**src/rtl/chirp_nco_pkg.sv**
```systemverilog
// Shared types and default widths for the chirp NCO.
// Holds the sweep FSM state encoding and parameter defaults.
package chirp_nco_pkg;

    localparam int DEF_M        = 10;
    localparam int DEF_DAC_BITS = 12;
    localparam int DEF_ACC_W    = 32;
    localparam int DEF_LEN_W    = 16;

    typedef enum logic [1:0] {
        ST_IDLE  = 2'd0,
        ST_SWEEP = 2'd1,
        ST_DRAIN = 2'd2
    } state_t;

endpackage

```
**src/rtl/chirp_nco_if.sv**
```systemverilog
// Bundle between chirp_nco and its environment.
// master = NCO side (sweep control in, ROM address and samples out);
// slave  = sweep controller / ROM / DAC side.
interface chirp_nco_if
    import chirp_nco_pkg::*;
#(
    parameter int M        = DEF_M,
    parameter int DAC_BITS = DEF_DAC_BITS,
    parameter int ACC_W    = DEF_ACC_W,
    parameter int LEN_W    = DEF_LEN_W
) ();

    logic                start;
    logic [ACC_W-1:0]    f0;
    logic [ACC_W-1:0]    k;
    logic [LEN_W-1:0]    len;
    logic [M-1:0]        rom_addr;
    logic [DAC_BITS-1:0] rom_data;
    logic [DAC_BITS-1:0] sample;
    logic                sample_valid;
    logic                busy;
    logic                done;

    modport master (
        input  start, f0, k, len, rom_data,
        output rom_addr, sample, sample_valid, busy, done
    );

    modport slave (
        output start, f0, k, len, rom_data,
        input  rom_addr, sample, sample_valid, busy, done
    );

endinterface

```
**src/rtl/chirp_nco_phase_acc.sv**
```systemverilog
// chirp_phase_acc: second-order phase accumulator (phase, freq, rate).
// Ports: load (start: phase=f0, freq=f0+k), step (advance one sample),
// f0/k parameters, top = upper M bits of the current phase.
module chirp_phase_acc #(
    parameter int ACC_W = 32,
    parameter int M     = 10
) (
    input  logic             clk,
    input  logic             rst_n,
    input  logic             load,
    input  logic             step,
    input  logic [ACC_W-1:0] f0,
    input  logic [ACC_W-1:0] k,
    output logic [M-1:0]     top
);

    logic [ACC_W-1:0] phase_q, phase_d;
    logic [ACC_W-1:0] freq_q, freq_d;
    logic [ACC_W-1:0] k_q, k_d;

    always_comb begin
        phase_d = phase_q;
        freq_d  = freq_q;
        k_d     = k_q;
        if (load) begin
            phase_d = f0;
            freq_d  = f0 + k;
            k_d     = k;
        end else if (step) begin
            phase_d = phase_q + freq_q;
            freq_d  = freq_q + k_q;
        end
    end

    always_ff @(posedge clk or negedge rst_n) begin
        if (!rst_n) begin
            phase_q <= '0;
            freq_q  <= '0;
            k_q     <= '0;
        end else begin
            phase_q <= phase_d;
            freq_q  <= freq_d;
            k_q     <= k_d;
        end
    end

    assign top = phase_q[ACC_W-1 -: M];

endmodule

```
**src/rtl/chirp_nco.sv**
```systemverilog
// Chirp NCO: linear-FM phase sweep driving a sine ROM address port.
// Ports: clk, rst_n (async, active-low), bus (chirp_nco_if.master).
module chirp_nco
    import chirp_nco_pkg::*;
#(
    parameter int M        = DEF_M,
    parameter int DAC_BITS = DEF_DAC_BITS,
    parameter int ACC_W    = DEF_ACC_W,
    parameter int LEN_W    = DEF_LEN_W
) (
    input  logic         clk,
    input  logic         rst_n,
    chirp_nco_if.master  bus
);

    state_t              state_q, state_d;
    logic [LEN_W-1:0]    cnt_q, cnt_d;
    logic [LEN_W-1:0]    len_q, len_d;
    logic [M-1:0]        rom_addr_q, rom_addr_d;
    logic [DAC_BITS-1:0] sample_q, sample_d;
    logic                issue_q, issue_d;
    logic                stage1_q, stage1_d;
    logic                valid_q, valid_d;
    logic                busy_q, busy_d;
    logic                done_q, done_d;
    logic                zero_q, zero_d;
    logic                load;
    logic                step;
    logic [M-1:0]        phase_top;

    chirp_phase_acc #(
        .ACC_W (ACC_W),
        .M     (M)
    ) u_acc (
        .clk   (clk),
        .rst_n (rst_n),
        .load  (load),
        .step  (step),
        .f0    (bus.f0),
        .k     (bus.k),
        .top   (phase_top)
    );

    always_comb begin
        state_d    = state_q;
        cnt_d      = cnt_q;
        len_d      = len_q;
        rom_addr_d = rom_addr_q;
        busy_d     = busy_q;
        issue_d    = 1'b0;
        zero_d     = 1'b0;
        // zero-length start reports done one cycle late
        done_d     = zero_q;
        load       = 1'b0;
        step       = 1'b0;
        unique case (state_q)
            ST_IDLE: begin
                if (bus.start) begin
                    if (bus.len != '0) begin
                        load       = 1'b1;
                        rom_addr_d = '0;
                        cnt_d      = LEN_W'(1);
                        len_d      = bus.len;
                        busy_d     = 1'b1;
                        issue_d    = 1'b1;
                        state_d    = ST_SWEEP;
                    end else begin
                        zero_d = 1'b1;
                    end
                end
            end
            ST_SWEEP: begin
                if (cnt_q < len_q) begin
                    step       = 1'b1;
                    rom_addr_d = phase_top;
                    cnt_d      = cnt_q + LEN_W'(1);
                    issue_d    = 1'b1;
                end else begin
                    state_d = ST_DRAIN;
                end
            end
            ST_DRAIN: begin
                // last read is in stage1; it lands on this edge
                if (!issue_q) begin
                    state_d = ST_IDLE;
                    busy_d  = 1'b0;
                    done_d  = 1'b1;
                end
            end
            default: state_d = ST_IDLE;
        endcase
    end

    assign stage1_d = issue_q;
    assign valid_d  = stage1_q;
    assign sample_d = stage1_q ? bus.rom_data : sample_q;

    always_ff @(posedge clk or negedge rst_n) begin
        if (!rst_n) begin
            state_q    <= ST_IDLE;
            cnt_q      <= '0;
            len_q      <= '0;
            rom_addr_q <= '0;
            sample_q   <= '0;
            issue_q    <= 1'b0;
            stage1_q   <= 1'b0;
            valid_q    <= 1'b0;
            busy_q     <= 1'b0;
            done_q     <= 1'b0;
            zero_q     <= 1'b0;
        end else begin
            state_q    <= state_d;
            cnt_q      <= cnt_d;
            len_q      <= len_d;
            rom_addr_q <= rom_addr_d;
            sample_q   <= sample_d;
            issue_q    <= issue_d;
            stage1_q   <= stage1_d;
            valid_q    <= valid_d;
            busy_q     <= busy_d;
            done_q     <= done_d;
            zero_q     <= zero_d;
        end
    end

    assign bus.rom_addr     = rom_addr_q;
    assign bus.sample       = sample_q;
    assign bus.sample_valid = valid_q;
    assign bus.busy         = busy_q;
    assign bus.done         = done_q;

endmodule

```
**src/flat_wrapper.sv**
```systemverilog
// flat-port wrapper written by rule: the top's interface ports become plain ports
module chirp_nco_flat import chirp_nco_pkg::*;
#(
    parameter int M        = DEF_M,
    parameter int DAC_BITS = DEF_DAC_BITS,
    parameter int ACC_W    = DEF_ACC_W,
    parameter int LEN_W    = DEF_LEN_W
)
  (clk, rst_n, bus_start, bus_f0, bus_k, bus_len, bus_rom_data, bus_rom_addr, bus_sample, bus_sample_valid, bus_busy, bus_done);
  chirp_nco_if #(.M(M), .DAC_BITS(DAC_BITS), .ACC_W(ACC_W), .LEN_W(LEN_W)) bus_i ();
  input  logic clk;
  input  logic rst_n;
  input wire logic [$bits(bus_i.start)-1:0] bus_start;
  input wire logic [$bits(bus_i.f0)-1:0] bus_f0;
  input wire logic [$bits(bus_i.k)-1:0] bus_k;
  input wire logic [$bits(bus_i.len)-1:0] bus_len;
  input wire logic [$bits(bus_i.rom_data)-1:0] bus_rom_data;
  output wire logic [$bits(bus_i.rom_addr)-1:0] bus_rom_addr;
  output wire logic [$bits(bus_i.sample)-1:0] bus_sample;
  output wire logic [$bits(bus_i.sample_valid)-1:0] bus_sample_valid;
  output wire logic [$bits(bus_i.busy)-1:0] bus_busy;
  output wire logic [$bits(bus_i.done)-1:0] bus_done;
  assign bus_i.start = bus_start;
  assign bus_i.f0 = bus_f0;
  assign bus_i.k = bus_k;
  assign bus_i.len = bus_len;
  assign bus_i.rom_data = bus_rom_data;
  assign bus_rom_addr = bus_i.rom_addr;
  assign bus_sample = bus_i.sample;
  assign bus_sample_valid = bus_i.sample_valid;
  assign bus_busy = bus_i.busy;
  assign bus_done = bus_i.done;
  chirp_nco #(.M(M), .DAC_BITS(DAC_BITS), .ACC_W(ACC_W), .LEN_W(LEN_W)) u_core (.clk(clk), .rst_n(rst_n), .bus(bus_i));
endmodule
```
**config.mk**
```make
export PLATFORM = sky130hd
export DESIGN_NAME = chirp_nco_flat
export DESIGN_NICKNAME = d
export VERILOG_FILES = /design/src/rtl/chirp_nco_pkg.sv /design/src/rtl/chirp_nco_if.sv /design/src/rtl/chirp_nco_phase_acc.sv /design/src/rtl/chirp_nco.sv /design/src/flat_wrapper.sv
export SDC_FILE = /design/constraint.sdc
export NUM_CORES = 1
export LEC_CHECK = 0
export CORE_MARGIN = 2
export CORE_UTILIZATION = 56
export DETAILED_ROUTE_END_ITERATION = 6
export PLACE_DENSITY = 0.83
export RECOVER_POWER = 100
export SYNTH_ARGS = -nofsm -noshare
export SYNTH_HDL_FRONTEND = slang
export SYNTH_SLANG_ARGS = --single-unit
```
**constraint.sdc**
```tcl
create_clock -name clk -period 4.5 [get_ports clk]
set_input_delay 1.35 -clock clk [delete_from_list [all_inputs] [get_ports clk]]
set_output_delay 1.35 -clock clk [all_outputs]
set_load 0.01 [all_outputs]
```
==> impl_metrics.prom <==
# TYPE chip_impl_metric gauge
chip_impl_info{name="outcome",value="complete, but fails checks"} 1
chip_impl_info{name="failed_checks",value="capacitance limit, slew limit"} 1
chip_impl_metric{name="yosysWarnings",unit=""} 0
chip_impl_metric{name="grt_util_all_layers",unit="%"} 29.3
chip_impl_metric{name="fin_skew",unit="ns"} 0.0113
chip_impl_metric{name="filler_cell_count",unit=""} 1649
chip_impl_info{name="whs_endpoint",value="u_core.stage1_q$_DFF_PN0_"} 1
chip_impl_metric{name="fin_setup_tns",unit="ns"} 0
chip_impl_metric{name="grt_start_max_net_pins",unit=""} 80
chip_impl_metric{name="vias_in_the_first_global_route",unit=""} 10200
chip_impl_info{name="rsz0062_at_grt",value="no"} 1
chip_impl_metric{name="worst_skew_pair.late_latency",unit="ns"} 0.45
chip_impl_metric{name="route.detailed.vias_per_inst",unit=""} 6.10
chip_impl_metric{name="total_power",unit="mW"} 11.4
chip_impl_metric{name="placed_cells_incl_taps",unit=""} 1697
chip_impl_metric{name="pwr_density_cell",unit="nW/um^2"} 852
chip_impl_metric{name="initialDrtViolationCount",unit=""} 815
chip_impl_metric{name="rows",unit=""} 52
chip_impl_info{name="critical_path_type",value="in2reg"} 1
chip_impl_metric{name="worst_slew_margin_rel",unit="%"} -43.7
chip_impl_metric{name="syn-mean-instance-area",unit="sq um"} 8.49
chip_impl_info{name="root_buffer_master",value="sky130_fd_sc_hd__clkbuf_16"} 1
chip_impl_metric{name="wirelength",unit="mm"} 31.2
chip_impl_metric{name="crit_fanout",unit=""} 8
chip_impl_metric{name="gpl.final_weighted_congestion",unit=""} 0.956
chip_impl_metric{name="hold_slack",unit="ns"} 0.438
chip_impl_metric{name="fin_cells",unit=""} 1729
chip_impl_info{name="end_kind",value="register"} 1
chip_impl_metric{name="clockBufferDepth",unit=""} 2
chip_impl_metric{name="drtPass1Iterations",unit=""} 6
chip_impl_metric{name="timing.critical_path.arrival",unit="ns"} 4.58
chip_impl_metric{name="grt_first_pass_wirelength",unit="mm"} 51.1
chip_impl_metric{name="fp.dieW",unit="um"} 146
chip_impl_metric{name="tritoncts_num_sinks",unit=""} 158
chip_impl_info{name="regToRegStartpoint",value="u_core.cnt_q[1]$_DFFE_PN0P_"} 1
chip_impl_metric{name="final.min_clock_period",unit="ns"} 4.23
chip_impl_metric{name="yosysSeqAreaShare",unit="%"} 34.9
chip_impl_metric{name="area.growth.synth_to_final",unit="%"} 18.4
chip_impl_metric{name="antennaDiodeCount",unit=""} 0
chip_impl_metric{name="netlist-cell-type-count",unit=""} 74
chip_impl_metric{name="total_switching_power",unit="mW"} 5.31
chip_impl_info{name="final_cell_mix",value="228 x sky130_fd_sc_hd__nand2_1, 158 x sky130_fd_sc_hd__dfrtp_1, 110 x sky130_fd_sc_hd__a21oi_1, 109 x sky130_fd_sc_hd__ha_1, 108 x sky130_fd_sc_hd__nor2_1"} 1
chip_impl_metric{name="nets",unit=""} 1653
chip_impl_metric{name="share_comb_of_total_power",unit="%"} 64.1
chip_impl_metric{name="dpl-instance-area",unit="sq um"} 12900
chip_impl_metric{name="maxClockFrequency",unit="GHz"} 0.237
chip_impl_metric{name="io_buffers",unit=""} 119
chip_impl_metric{name="pwr-share-clk",unit="%"} 12.8
chip_impl_metric{name="maxSlewViolCount",unit=""} 126
chip_impl_metric{name="maxCapViolations",unit=""} 2
chip_impl_metric{name="tightest_slew",unit="ns"} 2.16
chip_impl_metric{name="worst_r2r_path_depth",unit=""} 11
chip_impl_metric{name="clk_pin_slew_worst_paths",unit="ns"} 0.07
chip_impl_metric{name="worst_ir_drop_on_vdd",unit="V"} 0.000345
chip_impl_metric{name="reg2reg_slack",unit="ns"} 0.46
chip_impl_info{name="layout_commonest_cell",value="sky130_fd_sc_hd__nand2_1"} 1
chip_impl_metric{name="synth-async-reset-ratio",unit="%"} 100
chip_impl_metric{name="drcViolationCount",unit=""} 0
chip_impl_metric{name="coreArea",unit="sq um"} 20000
chip_impl_metric{name="detailedPlacementHpwl",unit="mm"} 22.6
chip_impl_metric{name="hold_path_depth",unit=""} 0
chip_impl_info{name="tritoncts",value="done"} 1
chip_impl_metric{name="vias_after_detailed_routing",unit=""} 10500
chip_impl_metric{name="postCtsSetupBuffers",unit=""} 0
chip_impl_info{name="setup.worst_path.start_class",value="input pin"} 1
chip_impl_metric{name="drive_above_1_share",unit="%"} 5.62
chip_impl_metric{name="initial_core_util",unit="%"} 56.5
chip_impl_metric{name="postSynthNetCount",unit=""} 1540
chip_impl_metric{name="wl_per_cell",unit="um"} 18.1
chip_impl_metric{name="share_of_yosys_cell_area_claimed_by_the_top_area_cell_type",unit="%"} 34.9
chip_impl_info{name="r2r-end",value="u_core.cnt_q[14]$_DFFE_PN0P_"} 1
chip_impl_metric{name="seqPwrFrac",unit="%"} 23.1
chip_impl_metric{name="postSynthRegisterBits",unit=""} 158
chip_impl_metric{name="globalRoute.totalOverflow",unit=""} 0
chip_impl_metric{name="grt_antenna_before_repair",unit=""} 0
chip_impl_metric{name="power.share.switching",unit="%"} 46.5
chip_impl_metric{name="leakage",unit="nW"} 6.20
chip_impl_info{name="synth.area.top_cells",value="sky130_fd_sc_hd__dfrtp_1 35%, sky130_fd_sc_hd__ha_1 12%, sky130_fd_sc_hd__nand2_1 7.6%"} 1
chip_impl_info{name="synthFlopType",value="sky130_fd_sc_hd__dfrtp_1"} 1
chip_impl_metric{name="floorplan_die_height",unit="um"} 146
chip_impl_info{name="worst_hold_startpoint",value="u_core.issue_q$_DFF_PN0_"} 1
chip_impl_info{name="hold_class",value="reg2reg"} 1
chip_impl_metric{name="post_synth_inst_count",unit=""} 1333
chip_impl_metric{name="synthesis.area",unit="sq um"} 11300
chip_impl_metric{name="die-area",unit="sq um"} 21400
chip_impl_metric{name="number_of_enable_flip_flop_cells_after_synthesis",unit=""} 0
chip_impl_metric{name="fin_area",unit="sq um"} 13400
chip_impl_metric{name="cts_hold_repair.buffers",unit=""} 0
chip_impl_metric{name="setup_violations",unit=""} 0
chip_impl_metric{name="io-pin-count",unit=""} 120
chip_impl_metric{name="htreeDepth",unit=""} 4
chip_impl_metric{name="finalHoldViolCount",unit=""} 0
chip_impl_metric{name="power.internal",unit="mW"} 6.11
chip_impl_metric{name="cp_data_required_time",unit="ns"} 4.85
chip_impl_info{name="synthDominantAreaCellType",value="sky130_fd_sc_hd__dfrtp_1"} 1
chip_impl_metric{name="cts.repair.resized",unit=""} 0
chip_impl_metric{name="number_of_buffers_created_by_cts",unit=""} 17
chip_impl_metric{name="layout_worst_path_cycle_share",unit="%"} 93.9
chip_impl_metric{name="ant_nets",unit=""} 0
metrics by stage:
step / utilization [%] / setup slack, ns
global route: 66.9 / 0.0945
floorplan: - / 0.628
finish: 66.9 / 0.273
CTS: 67.3 / 0.382
detailed placement: 64.4 / -0.0819
global placement: 64.4 / 0.0334
how the worst max path moves through the flow:
stage               startpoint                                   to  slack, ns  cells past startpoint
global route          bus_k[0]  u_core.u_acc.freq_q[19]$_DFFE_PN0P_       0.09                     13
detailed placement    bus_k[0]  u_core.u_acc.freq_q[20]$_DFFE_PN0P_      -0.08                     12
global placement      bus_k[0]  u_core.u_acc.freq_q[20]$_DFFE_PN0P_       0.03                     12
finish               bus_k[17]  u_core.u_acc.freq_q[30]$_DFFE_PN0P_       0.27                     13
CTS                   bus_k[0]  u_core.u_acc.freq_q[20]$_DFFE_PN0P_       0.38                     12
floorplan             bus_k[0]  u_core.u_acc.freq_q[20]$_DFFE_PN0P_       0.63                     11
layout make-up:
cell class / instances / area (sq um) / area share [%]
sequential: 158 / 3950 / 29.5
timing repair buffer: 142 / 1340 / 10.0
clock buffer: 20 / 457 / 3.41
clock inverter: 12 / 124 / 0.924
multi-input combinational: 1083 / 7020 / 52.4
inverter: 44 / 165 / 1.23
tap: 270 / 338 / 2.52
critical path, cell delays in order:
cell                            delay, ns
sky130_fd_sc_hd__dlygate4sd3_1       0.55
sky130_fd_sc_hd__ha_1                0.44
sky130_fd_sc_hd__and4_1              0.33
sky130_fd_sc_hd__nand2_1             0.10
sky130_fd_sc_hd__nor4_2              0.32
sky130_fd_sc_hd__nor4_1              0.11
sky130_fd_sc_hd__buf_4               0.16
sky130_fd_sc_hd__o31ai_1             0.32
sky130_fd_sc_hd__nand2_1             0.14
sky130_fd_sc_hd__o21ai_0             0.28
sky130_fd_sc_hd__xor2_1              0.17
sky130_fd_sc_hd__nor2_1              0.05
sky130_fd_sc_hd__a211oi_1            0.25
cell families (layout without fill, tap and decap cells):
logic type	after synthesis	in the layout	share of synthesized area (%)
simple gates	472	472	18.3
compound gates	394	394	22.6
flops	158	158	34.9
fa+ha+maj	112	112	12.6
buf+inv	92	218	3.18
xor+xnor	89	89	6.88
mux	16	16	1.56
power groups by stage:
stage               Clock, mW  Sequential [mW]  Combinational, mW
global placement            0             2.62               6.94
finish                   1.46             2.64               7.32
CTS                      1.47             2.62               7.27
floorplan                   0             2.50               5.61
detailed placement          0             2.64               7.18
global route             1.52             2.70               8.14
registers in the layout, indices dropped and copies added (netlist names), 2 cells and up:
name	flops
u_core.cnt_q	16
u_core.u_acc.k_q	32
u_core.u_acc.freq_q	32
u_core.bus.rom_addr	10
u_core.bus.sample	12
u_core.state_q	2
u_core.u_acc.phase_q	32
u_core.len_q	16
Yosys cell counts (3+ instances only):
| library cell | instances |
|---|---|
| sky130_fd_sc_hd__buf_2 | 9 |
| sky130_fd_sc_hd__mux2i_1 | 3 |
| sky130_fd_sc_hd__o21bai_1 | 11 |
| sky130_fd_sc_hd__o21ai_1 | 10 |
| sky130_fd_sc_hd__nand3_1 | 40 |
| sky130_fd_sc_hd__a41oi_1 | 3 |
| sky130_fd_sc_hd__nor4_1 | 7 |
| sky130_fd_sc_hd__nand2_1 | 228 |
| sky130_fd_sc_hd__nor2b_1 | 5 |
| sky130_fd_sc_hd__nor2_1 | 109 |
| sky130_fd_sc_hd__inv_1 | 44 |
| sky130_fd_sc_hd__dfrtp_1 | 158 |
| sky130_fd_sc_hd__fa_1 | 3 |
| sky130_fd_sc_hd__o22ai_1 | 17 |
| sky130_fd_sc_hd__nor3_1 | 20 |
| sky130_fd_sc_hd__and2_1 | 5 |
| sky130_fd_sc_hd__o21a_1 | 8 |
| sky130_fd_sc_hd__and3_1 | 16 |
| sky130_fd_sc_hd__o31ai_1 | 4 |
| sky130_fd_sc_hd__a221o_1 | 3 |
| sky130_fd_sc_hd__ha_1 | 109 |
| sky130_fd_sc_hd__a211o_1 | 8 |
| sky130_fd_sc_hd__a21o_1 | 42 |
| sky130_fd_sc_hd__a221oi_1 | 6 |
| sky130_fd_sc_hd__mux2_2 | 13 |
| sky130_fd_sc_hd__nand2b_1 | 9 |
| sky130_fd_sc_hd__and4_1 | 4 |
| sky130_fd_sc_hd__a311oi_1 | 4 |
| sky130_fd_sc_hd__o21ai_0 | 74 |
| sky130_fd_sc_hd__or3_1 | 6 |
| sky130_fd_sc_hd__o211ai_1 | 15 |
| sky130_fd_sc_hd__or2_2 | 3 |
| sky130_fd_sc_hd__a31oi_1 | 19 |
| sky130_fd_sc_hd__nor3b_1 | 3 |
| sky130_fd_sc_hd__nand4_1 | 9 |
| sky130_fd_sc_hd__xor2_1 | 38 |
| sky130_fd_sc_hd__clkbuf_1 | 33 |
| sky130_fd_sc_hd__a22oi_1 | 6 |
| sky130_fd_sc_hd__a21oi_1 | 110 |
| sky130_fd_sc_hd__buf_1 | 5 |
| sky130_fd_sc_hd__a211oi_1 | 23 |
| sky130_fd_sc_hd__xnor2_1 | 51 |
routing by layer:
layer / wire, um / GRT usage (%) / up-vias
met5: 0 / 0 / -
met2: 14500 / 47.0 / 411
met1: 14000 / 40.8 / 5028
li1: - / - / 5045
met4: 780 / 10.0 / 0
met3: 2050 / 4.31 / 65
(Power assumes the default switching activity.)
==> edit (config.mk and constraints unchanged) <==
`DEF_LEN_W`: 16 -> 32.
--- a/src/rtl/chirp_nco_pkg.sv
+++ b/src/rtl/chirp_nco_pkg.sv
@@ -5,7 +5,7 @@
     localparam int DEF_M        = 10;
     localparam int DEF_DAC_BITS = 12;
     localparam int DEF_ACC_W    = 32;
-    localparam int DEF_LEN_W    = 16;
+    localparam int DEF_LEN_W    = 32;
 
     typedef enum logic [1:0] {
         ST_IDLE  = 2'd0,
Ports: changed (resized bus_len); port bits go from 120 to 136. No check against the original RTL was run, so the function may have changed too.
==> edit against the unedited design <==
- the flow still finishes with violations (capacitance limit, slew limit)
- routed wire length is 9.0% higher
- first-iteration DRC count is 14% higher
- worst setup slack worse by 0.13 ns
- synthesized area is 16% higher
- core utilization is 0.44 points lower
- power is 6.8% higher
- combinational power is 4.2% higher
- worst hold slack worse by 0.0014 ns
- cell area is 15% higher
- sequential cell count is 32 higher
- fmax is 2.9% lower
==> edit: results (changes against the unedited design) <==
metric,value,unit,change
outcome,finished with violations,,unchanged
violations,"capacitance limit, slew limit",,unchanged
synth.distinct_cells,75,,was 74
startpoint,bus_f0[0],,was bus_k[17]
grtUsageMet2,48.0,%,was 47.0%
fin_skew,0.0153,ns,was 0.0113 ns
r2r_cells,11,,unchanged
highest_layer,met4,,unchanged
drt_wl_total,34.1,mm,was 31.2 mm
r2r_end,u_core.u_acc.freq_q[30],,was u_core.cnt_q[14]
drtIter0Drc,929,,was 815
yosysSeqAreaShare,36.2,%,was 34.9%
leakagePower,7.12,nW,was 6.20 nW
endpoint,u_core.u_acc.freq_q[29],,was u_core.u_acc.freq_q[30]
cts_resized,0,,unchanged
nNetsFinal,1905,,"was 1,653"
finalMaxSlewViolations,85,,was 126
dr_wl_met3,2.04,mm,was 2.05 mm
synthToLayoutAreaGrowth,17.8,%,was 18.4%
slowest_stage,nor4_1,,was dlygate4sd3_1
hold_end,u_core.bus.done,,was u_core.stage1_q
dp_hpwl,25.1,mm,was 22.6 mm
crit_arrival,4.64,ns,was 4.58 ns
r2r_start,u_core.cnt_q[11],,was u_core.cnt_q[1]
first_pass_iters,5,,was 6
cp-start-kind,primary input,,unchanged
grt_pass1_vias,11700,,"was 10,200"
grt_first_pass_wirelength,56.0,mm,was 51.1 mm
cts-hold-fix-buffers,0,,unchanged
wl_met2,16.3,mm,was 14.5 mm
grt_max_degree,86,,was 80
diodes,0,,unchanged
post_cts_buffers,0,,unchanged
drt-met1-wl,14.9,mm,was 14.0 mm
vdd_drop_max,0.509,mV,was 0.345 mV
synth_common_cells,"246 x nand2_1, 190 x dfrtp_1, 144 x a21oi_1",,"was 228 x nand2_1, 158 x dfrtp_1, 110 x a21oi_1"
htreeDepth,4,,unchanged
slowest_delay,0.57,ns,was 0.55 ns
min_path_type,reg -> reg,,unchanged
hold_slack,0.436,ns,was 0.438 ns
viasPerCell,5.95,,was 6.10
slew_headroom,-47.4,%,was -43.7%
layout-drive-gt1-share,5.24,%,was 5.62%
cp_max_fo,2,,was 8
antenna_found_initial,0,,unchanged
use_met1,37.0,%,was 40.8%
use_met3,3.88,%,was 4.31%
critPathTopFamily,compound AO/OA/AOI/OAI gates,,was simple AND/OR/NAND/NOR gates
cap_violations,1,,was 2
grt_usage,28.2,%,was 29.3%
synth_area_leaders,"dfrtp_1 36%, ha_1 12%, nand2_1 7.0%",,"was dfrtp_1 35%, ha_1 12%, nand2_1 7.6%"
worstHoldPathCells,1,,was 0
async_flop_share,100,%,unchanged
place.gp.congestion,0.913,,was 0.956
io_buffers,135,,was 119
hold_path_startpoint,u_core.zero_q,,was u_core.issue_q
cts-root-buf,clkbuf_16,,unchanged
syn_nets,1778,,"was 1,540"
edit: cell count changes after synthesis, moves of 9 or more:
cell	unedited run	this run
nand2_1	228	246
nand2b_1	9	18
a21o_1	42	56
ha_1	109	125
o22ai_1	17	26
nor2_1	109	123
dfrtp_1	158	190
o21ai_0	74	84
a21oi_1	110	144
inv_1	44	58
o21ai_1	10	28
edit: power by group:
part	switching [mW]	leakage (nW)	internal (mW)
clock	0.779	0.293	0.765
sequential	0.516	2.31	2.50
combinational	4.30	4.52	3.33
total	5.59	7.12	6.60
edit: through the flow:
| stage | worst slack [ns] | cell area, um2 | instances | utilization (%) | setup TNS (ns) |
|---|---|---|---|---|---|
| floorplan | 0.947 | 13100 | 1539 | - | 0 |
| global placement | -0.0879 | 14900 | 1966 | 64.2 | -0.208 |
| detailed placement | -0.223 | 14900 | 1966 | 64.2 | -0.751 |
| CTS | 0.234 | 15500 | 1998 | 66.8 | 0 |
| global route | 0.00819 | 15500 | 1998 | 66.4 | 0 |
| finish | 0.145 | 15500 | 1998 | 66.4 | 0 |
edit: kinds of logic (layout without fill, tap and decap cells):
kind of cell             after synthesis  after routing  synth area share, %
XOR/XNOR                              92             92                 6.14
flip-flops                           190            190                 36.2
buffers and inverters                112            252                 3.35
adder cells (fa/ha/maj)              128            128                 12.4
multiplexers                          18             18                 1.49
AO/OA/AOI/OAI                        471            471                 22.6
AND/OR/NAND/NOR                      528            528                 17.8
edit: cell type report:
class | instances | area (um2)
Clock buffer | 18 | 439
Sequential cell | 190 | 4750
Tap cell | 319 | 399
Multi-Input combinational cell | 1237 | 7930
Clock inverter | 14 | 166
Inverter | 59 | 221
Fill cell | 1932 | 7800
Timing Repair Buffer | 161 | 1550
